`config.mk`:
```
export PLATFORM = sky130hd
export DESIGN_NAME = cmul_seq_ctrl
export DESIGN_NICKNAME = d
export VERILOG_FILES = /design/src/rtl/cmul_seq_ctrl.sv
export SDC_FILE = /design/constraint.sdc
export NUM_CORES = 1
export LEC_CHECK = 0
export BUFFER_PORTS_ARGS = -buffer_cell sky130_fd_sc_hd__buf_2
export CORE_ASPECT_RATIO = 0.8
export CORE_MARGIN = 5
export CORE_UTILIZATION = 58
export DETAILED_ROUTE_END_ITERATION = 10
export PLACE_DENSITY = 0.92
export SLEW_MARGIN = 0
export SYNTH_ARGS = -nofsm -noshare
export SYNTH_HDL_FRONTEND = slang
export SYNTH_SLANG_ARGS = --single-unit
export TNS_END_PERCENT = 100
```
`constraint.sdc`:
```
create_clock -name clk -period 3.9 [get_ports clk]
set_input_delay 0.585 -clock clk [delete_from_list [all_inputs] [get_ports clk]]
set_output_delay 0.585 -clock clk [all_outputs]
set_load 0.01 [all_outputs]
```
`src/rtl/cmul_seq_ctrl.sv`:
```
// Complex multiply sequencer: one shared 32x32 multiplier, four partial products per request.
// Optional macro CMUL_CONJ_EN adds the conj port and a*conj(b) mode.
module cmul_seq_ctrl #(
    parameter int MUL_LAT = 1
) (
    input  logic        clk,
    input  logic        rst_n,
    input  logic        start,
`ifdef CMUL_CONJ_EN
    input  logic        conj,
`endif
    input  logic [31:0] ar,
    input  logic [31:0] ai,
    input  logic [31:0] br,
    input  logic [31:0] bi,
    output logic        busy,
    output logic        done,
    output logic [63:0] pr,
    output logic [63:0] pi,
    output logic [31:0] mul_a,
    output logic [31:0] mul_b,
    input  logic [63:0] mul_p
);

    localparam int CW = $clog2(MUL_LAT) + 1;
    localparam logic [CW-1:0] CNT_LAST = CW'(MUL_LAT - 1);
    localparam logic [CW-1:0] CNT_ONE  = CW'(1);

    typedef enum logic [2:0] {
        ST_IDLE = 3'd0,
        ST_MUL0 = 3'd1,
        ST_MUL1 = 3'd2,
        ST_MUL2 = 3'd3,
        ST_MUL3 = 3'd4
    } state_t;

    state_t        state_r;
    state_t        state_nx_s;
    logic [CW-1:0] cnt_r;
    logic [CW-1:0] cnt_nx_s;
    logic          last_s;
    logic          conj_in_s;

    logic [31:0] ar_r, ai_r, br_r, bi_r;
    logic [31:0] ar_nx_s, ai_nx_s, br_nx_s, bi_nx_s;
    logic        conj_r, conj_nx_s;
    logic [63:0] acc_re_r, acc_im_r;
    logic [63:0] acc_re_nx_s, acc_im_nx_s;
    logic [63:0] pr_nx_s, pi_nx_s;
    logic [31:0] mul_a_nx_s, mul_b_nx_s;
    logic        busy_nx_s, done_nx_s;

`ifdef CMUL_CONJ_EN
    assign conj_in_s = conj;
`else
    assign conj_in_s = 1'b0;
`endif

    assign last_s = (cnt_r == CNT_LAST);

    // State and dwell counter register
    always_ff @(posedge clk or negedge rst_n) begin
        if (!rst_n) begin
            state_r <= ST_IDLE;
            cnt_r   <= {CW{1'b0}};
        end else begin
            state_r <= state_nx_s;
            cnt_r   <= cnt_nx_s;
        end
    end

    // Next-state: each MULn state dwells MUL_LAT cycles
    always_comb begin
        state_nx_s = state_r;
        cnt_nx_s   = cnt_r;
        case (state_r)
            ST_IDLE: begin
                cnt_nx_s = {CW{1'b0}};
                if (start) begin
                    state_nx_s = ST_MUL0;
                end else begin
                    state_nx_s = ST_IDLE;
                end
            end
            ST_MUL0, ST_MUL1, ST_MUL2, ST_MUL3: begin
                if (last_s) begin
                    cnt_nx_s = {CW{1'b0}};
                    case (state_r)
                        ST_MUL0: state_nx_s = ST_MUL1;
                        ST_MUL1: state_nx_s = ST_MUL2;
                        ST_MUL2: state_nx_s = ST_MUL3;
                        default: state_nx_s = ST_IDLE;
                    endcase
                end else begin
                    cnt_nx_s = cnt_r + CNT_ONE;
                end
            end
            default: begin
                state_nx_s = ST_IDLE;
                cnt_nx_s   = {CW{1'b0}};
            end
        endcase
    end

    // Output/datapath next values; operands only move on state-entry edges
    always_comb begin
        ar_nx_s     = ar_r;
        ai_nx_s     = ai_r;
        br_nx_s     = br_r;
        bi_nx_s     = bi_r;
        conj_nx_s   = conj_r;
        acc_re_nx_s = acc_re_r;
        acc_im_nx_s = acc_im_r;
        pr_nx_s     = pr;
        pi_nx_s     = pi;
        mul_a_nx_s  = mul_a;
        mul_b_nx_s  = mul_b;
        done_nx_s   = 1'b0;
        busy_nx_s   = (state_nx_s != ST_IDLE);
        case (state_r)
            ST_IDLE: begin
                if (start) begin
                    ar_nx_s    = ar;
                    ai_nx_s    = ai;
                    br_nx_s    = br;
                    bi_nx_s    = bi;
                    conj_nx_s  = conj_in_s;
                    mul_a_nx_s = ar;
                    mul_b_nx_s = br;
                end else begin
                    mul_a_nx_s = mul_a;
                end
            end
            ST_MUL0: begin
                if (last_s) begin
                    acc_re_nx_s = mul_p;
                    mul_a_nx_s  = ai_r;
                    mul_b_nx_s  = bi_r;
                end else begin
                    acc_re_nx_s = acc_re_r;
                end
            end
            ST_MUL1: begin
                if (last_s) begin
                    if (conj_r) begin
                        acc_re_nx_s = acc_re_r + mul_p;
                    end else begin
                        acc_re_nx_s = acc_re_r - mul_p;
                    end
                    mul_a_nx_s = ar_r;
                    mul_b_nx_s = bi_r;
                end else begin
                    acc_re_nx_s = acc_re_r;
                end
            end
            ST_MUL2: begin
                if (last_s) begin
                    acc_im_nx_s = mul_p;
                    mul_a_nx_s  = ai_r;
                    mul_b_nx_s  = br_r;
                end else begin
                    acc_im_nx_s = acc_im_r;
                end
            end
            ST_MUL3: begin
                if (last_s) begin
                    pr_nx_s = acc_re_r;
                    if (conj_r) begin
                        pi_nx_s = mul_p - acc_im_r;
                    end else begin
                        pi_nx_s = acc_im_r + mul_p;
                    end
                    done_nx_s = 1'b1;
                end else begin
                    done_nx_s = 1'b0;
                end
            end
            default: begin
                done_nx_s = 1'b0;
            end
        endcase
    end

    // Datapath and output registers
    always_ff @(posedge clk or negedge rst_n) begin
        if (!rst_n) begin
            ar_r     <= 32'd0;
            ai_r     <= 32'd0;
            br_r     <= 32'd0;
            bi_r     <= 32'd0;
            conj_r   <= 1'b0;
            acc_re_r <= 64'd0;
            acc_im_r <= 64'd0;
            pr       <= 64'd0;
            pi       <= 64'd0;
            mul_a    <= 32'd0;
            mul_b    <= 32'd0;
            busy     <= 1'b0;
            done     <= 1'b0;
        end else begin
            ar_r     <= ar_nx_s;
            ai_r     <= ai_nx_s;
            br_r     <= br_nx_s;
            bi_r     <= bi_nx_s;
            conj_r   <= conj_nx_s;
            acc_re_r <= acc_re_nx_s;
            acc_im_r <= acc_im_nx_s;
            pr       <= pr_nx_s;
            pi       <= pi_nx_s;
            mul_a    <= mul_a_nx_s;
            mul_b    <= mul_b_nx_s;
            busy     <= busy_nx_s;
            done     <= done_nx_s;
        end
    end

endmodule

```
* After elaboration in Yosys (flattened, before gate mapping)
Index checks and enable logic that the tools add are counted.
Operators by class: add/subtract/negate cells 3, equality and inequality tests 10, mux-type cells 19, bitwise logic cells 1, reduce and logical (&&, ||, !) cells 14
Operators with widths (number):
- 2-to-1 mux 32 bit | 6
- case mux 32 bit (3 select lines) | 2
- 2-to-1 mux 64 bit | 2
- case mux 64 bit (2 select lines) | 1
- adder 64 bit | 1
- subtractor 64 bit | 1
- inequality test 2 bit (second input constant) | 6
- case mux 3 bit (3 select lines) | 1
- nonzero test 3 bit | 3
- AND reduction 4 bit | 2
- equality test 3 x 2 -> 1 bit (second input constant) | 2
- case mux 3 bit (2 select lines) | 1
- AND reduction 2 bit | 3
- 2-to-1 mux 1 bit | 5
- OR reduction 2 bit | 2
- OR reduction 4 bit | 1
- equality test 3 x 1 -> 1 bit (second input constant) | 1
- equality test 3 bit (second input constant) | 1
- logical NOT 3 bit | 1
- 2-to-1 mux 3 bit | 1
- AND reduction 3 bit | 1
- nonzero test 2 bit | 1
- adder 1 bit (second input constant) | 1
- inverter 1 bit | 1
Storage, ports and cells: register bits after elaboration 454, output and inout port bits 194

* Logic depth before layout (Yosys ltp)
depth after elaboration 5, gate-level depth with buffers 13, gate-level depth less buffers 13

* Worst setup path before layout
OpenSTA, ideal clock, no wires.
kind input-to-reg, start point in mul_p[0], end point reg acc_re_r[62], arrival time 3185 ps, path slack 637 ps, stages 12, path buffers 0, cells stage by stage ha_1 fa_1 nand2b_1 a21o_1 a21o_1 a21oi_4 o211ai_2 a2111oi_4 o31ai_4 o221ai_1 mux2_1 a21oi_1
On the way: word-level cells in the longest chain between the ends 3
RTL lines:
- start: declaration | line 22 | input logic [63:0] mul_p
- subtractor 64 bit | line 148 | acc_re_nx_s = acc_re_r - mul_p;
- 2-to-1 mux 64 bit | line 144 | if (last_s) begin
- case mux 64 bit (2 select lines) | line 120 | case (state_r)
- end signal: assignment | line 206 | acc_re_r <= acc_re_nx_s;
- end: declaration | line 47 | logic [63:0] acc_re_r, acc_im_r;
No other way between the ends. The select of a mux whose other input is x is not followed. A chain may end at the register's enable or synchronous reset.

* Final worst setup path
start point reg acc_re_r[0], end point reg acc_re_r[62]
On the way: word-level cells in the longest chain between the ends 3
RTL lines (line):
- subtractor 64 bit | 148
- 2-to-1 mux 64 bit | 144
- case mux 64 bit (2 select lines) | 120
No other way between the ends. The select of a mux whose other input is x is not followed.

==> impl_metrics.env <==
export IMPL_status="finished, final reports clean"
export IMPL_cp_max_fo=5
export IMPL_htreeDepth=2
export IMPL_synth_compound_area_share_pct=20.06
export IMPL_coreArea_um2=43220
export IMPL_numCtsBuffers=45
export IMPL_vdd_ir_drop_max_mv=0.7307
export IMPL_synthMuxAreaShare_pct=0.3793
export IMPL_worst_pin_slew_ps=1037
export IMPL_r2r_setup_slack_ps=360
export IMPL_die_area_um2=48110
export IMPL_syn_area_per_cell_um2=8.152
export IMPL_hold_path_class="primary input to flop"
export IMPL_synthAdderAreaFrac_pct=6.364
export IMPL_worstPathArrival_ps=4030
export IMPL_grt_pass1_wl_um=129100
export IMPL_p_clk_share_pct=16.3
export IMPL_crit_required_ps=4390
export IMPL_rsz0062_at_grt="false"
export IMPL_gp_congestion=1.008
export IMPL_skew_ps=25.74
export IMPL_cts_max_path_buffers=3
export IMPL_first_iter_violations=2851
export IMPL_post_route_util_pct=68.53
export IMPL_synthSimpleGateAreaFrac_pct=20.71
export IMPL_ant_nets=0
export IMPL_synth_ff_type="dfrtp_1"
export IMPL_final_max_slew_violation_count=0
export IMPL_critical_path_class="flop to flop"
export IMPL_fin_crit_sh_pct=90.77
export IMPL_synth_top_family_by_area="simple AND/OR/NAND/NOR gates"
export IMPL_timing_fmax_ghz=0.2825
export IMPL_die_y_um=197.2
export IMPL_hold_viol=0
export IMPL_worstSetupEndpoint="acc_re_r[62]"
export IMPL_max_cap_violations=0
export IMPL_synth_seq_area_share_pct=44.63
export IMPL_cellLeakagePower_nw=14.92
export IMPL_end_kind="flop"
export IMPL_grt_usage_pct=33.36
export IMPL_drive_above_1_share_pct=15.78
export IMPL_post_layout_nonfiller_instances=4047
export IMPL_io_buffers=388
export IMPL_setup_tns_ps=0
export IMPL_synthCells=3116
export IMPL_antenna_found_initial=16
export IMPL_grt_max_degree=193
export IMPL_worstSetupStartpoint="acc_re_r[0]"
export IMPL_cts_tree="yes"
export IMPL_die_w_um=244.0
export IMPL_rows=68
export IMPL_start_util_pct=58.77
export IMPL_viasPerCell=6.064
export IMPL_reg2reg_from="acc_re_r[0]"
export IMPL_post_cts_resize_count=0
export IMPL_reg2regPathDepth=13
export IMPL_synth_seq_cells=453
export IMPL_netlist_area_um2=25400
export IMPL_dp_hpwl_um=60540
export IMPL_worstHoldPathCells=3
export IMPL_drc=0
export IMPL_synth_nets=3439
export IMPL_pwr_share_seq_pct=30.4
export IMPL_async_flop_share_pct=100.0
export IMPL_final_nets=3759
export IMPL_holdBufCountCts=1
export IMPL_placed_cells=3948
export IMPL_ioPinCount=389
export IMPL_numClockSinks=453
export IMPL_post_cts_buffers=0
export IMPL_r2r_end="acc_re_r[62]"
export IMPL_wl_per_cell_um=20.57
export IMPL_cts_root_buf="clkbuf_16"
export IMPL_synthXorXnorAreaFrac_pct=3.827
export IMPL_yosysUniqueCellTypes=78
export IMPL_p_sw_mw=13.15
export IMPL_yosysWarnings=0
export IMPL_path_clk_slew_ps=70
export IMPL_dr_pass1_iters=8
export IMPL_num_vias=24540
export IMPL_fin_crit_ps=3540
export IMPL_first_global_vias=23190
export IMPL_setup_viol=0
export IMPL_syn2layout_area_growth_pct=16.61
export IMPL_nFillCells=3323
export IMPL_relSlewSlack_pct=30.88
export IMPL_internal_power_mw=15.50
export IMPL_wl_um=83230
export IMPL_cellPowerDensity_nw_per_um2=967.1
export IMPL_comb_power_share_pct=53.3
export IMPL_clkLatencyLatePin_ps=580
export IMPL_start_kind="flop"
export IMPL_swShare_pct=45.91
export IMPL_synth_edff_count=0
export IMPL_gr_total_overflow=0
-- kinds of logic after synthesis --
family                     after synthesis
and+or+nand+nor                       1293
AOI/OAI and AO/OA                      853
DFF                                    453
buffers and inverters                  269
adders and majority gates              128
xor gates and xnor gates               111
muxes                                    9
-- Yosys cell counts (32+ instances only) --
cell      count  share of area (%)
a22oi_1      34                1.0
a21oi_1     254                5.0
a31oi_1      52                1.3
inv_1        99                1.5
nand2_1     911                 13
ha_1        126                6.2
xnor2_1      71                2.4
dfrtp_1     453                 45
nor2_1      202                3.0
xor2_1       40                1.4
nor3_1       38               0.75
clkbuf_1    153                2.3
nand3_1      32               0.63
a21o_1       65                1.9
o21ai_0     296                5.8
-- per-stage QoR --
step	instance area [um2]	total power [mW]	worst slack (ps)	hold slack (ps)
after floorplan	25400	18.66	637.3	289.4
after global placement	27990	23.05	206.2	453.3
after detailed placement	27990	23.50	150.0	456.2
after CTS	29580	28.31	394.5	180.7
after global routing	29610	30.68	102.3	191.5
final	29620	28.65	359.9	198.3
-- how the worst min path moves through the flow --
stage / slack [ps] / from / endpoint
global placement: 450 / rst_n / pr[17]
floorplan: 290 / rst_n / acc_im_r[0]
CTS: 180 / bi[25] / bi_r[25]
global route: 190 / bi[25] / bi_r[25]
detailed placement: 460 / rst_n / pr[17]
finish: 200 / bi[25] / bi_r[25]
-- power groups by stage --
stage                     Combinational [mW]  Sequential (mW)  Clock [mW]
after global routing                    16.8             8.96        4.87
after CTS                               15.0             8.66        4.67
final                                   15.3             8.72        4.66
after detailed placement                14.8             8.67           0
after floorplan                         9.96             8.70           0
after global placement                  14.5             8.56           0
-- area by class of cell --
type / count / area, um2 / area share, %
diodes: 15 / 37.54 / 0.1267
clock buffers: 66 / 1346 / 4.545
clock inverters: 17 / 237.7 / 0.8026
inverters: 101 / 379.1 / 1.280
multi-input cells: 2394 / 13080 / 44.16
flip-flops and latches: 453 / 11340 / 38.27
well taps: 560 / 700.7 / 2.365
repair buffers: 441 / 2502 / 8.448
-- cells in the final DEF (no fill, tap or decap), types with 8 or more instances in the layout --
cell,count
a21o_1,64
clkbuf_16,46
dfrtp_1,453
buf_2,387
clkbuf_8,12
o21a_1,13
o21ai_0,296
a21oi_1,253
inv_1,98
and3_1,11
nand2_1,908
o31ai_1,10
diode_2,15
a22oi_1,34
xnor2_1,71
a221o_1,8
buf_4,40
nand4_1,31
clkbuf_1,8
nor3_1,38
buf_12,12
a31oi_1,52
o21bai_1,28
a211oi_1,12
xor2_1,40
o211ai_1,9
nand3_1,32
nor2_1,202
nor2b_1,15
nand2b_1,16
o21ai_1,8
ha_1,126
-- critical path, stage by stage, from the launching register on --
cell	delay, ps
dfrtp_1	330
inv_1	110
ha_1	250
fa_1	420
nand2b_1	180
a21o_1	180
a21o_1	200
a21oi_4	200
o211ai_2	160
a2111oi_4	500
o31ai_4	180
o221ai_1	240
mux2_1	340
a21oi_1	150
-- layer usage --
| metal | GRT usage, % | share of wire [%] | vias up | wire, um |
|---|---|---|---|---|
| met2 | 46.02 | 41 | 1304 | 34030 |
| met4 | 11.89 | 4.1 | 6 | 3422 |
| met5 | 0 | 0.040 | - | 33 |
| li1 | - | - | 11290 | - |
| met3 | 11.51 | 12 | 226 | 10230 |
| met1 | 49.07 | 43 | 11710 | 35510 |
-- flip-flops by register name (all words and copies together), names as in the netlist, 3 cells and up --
register	cells
ar_r	32
acc_re_r	64
ai_r	32
mul_a	32
state_r	3
pr	64
br_r	32
mul_b	32
acc_im_r	64
bi_r	32
pi	64
(Power assumes the default switching activity.)
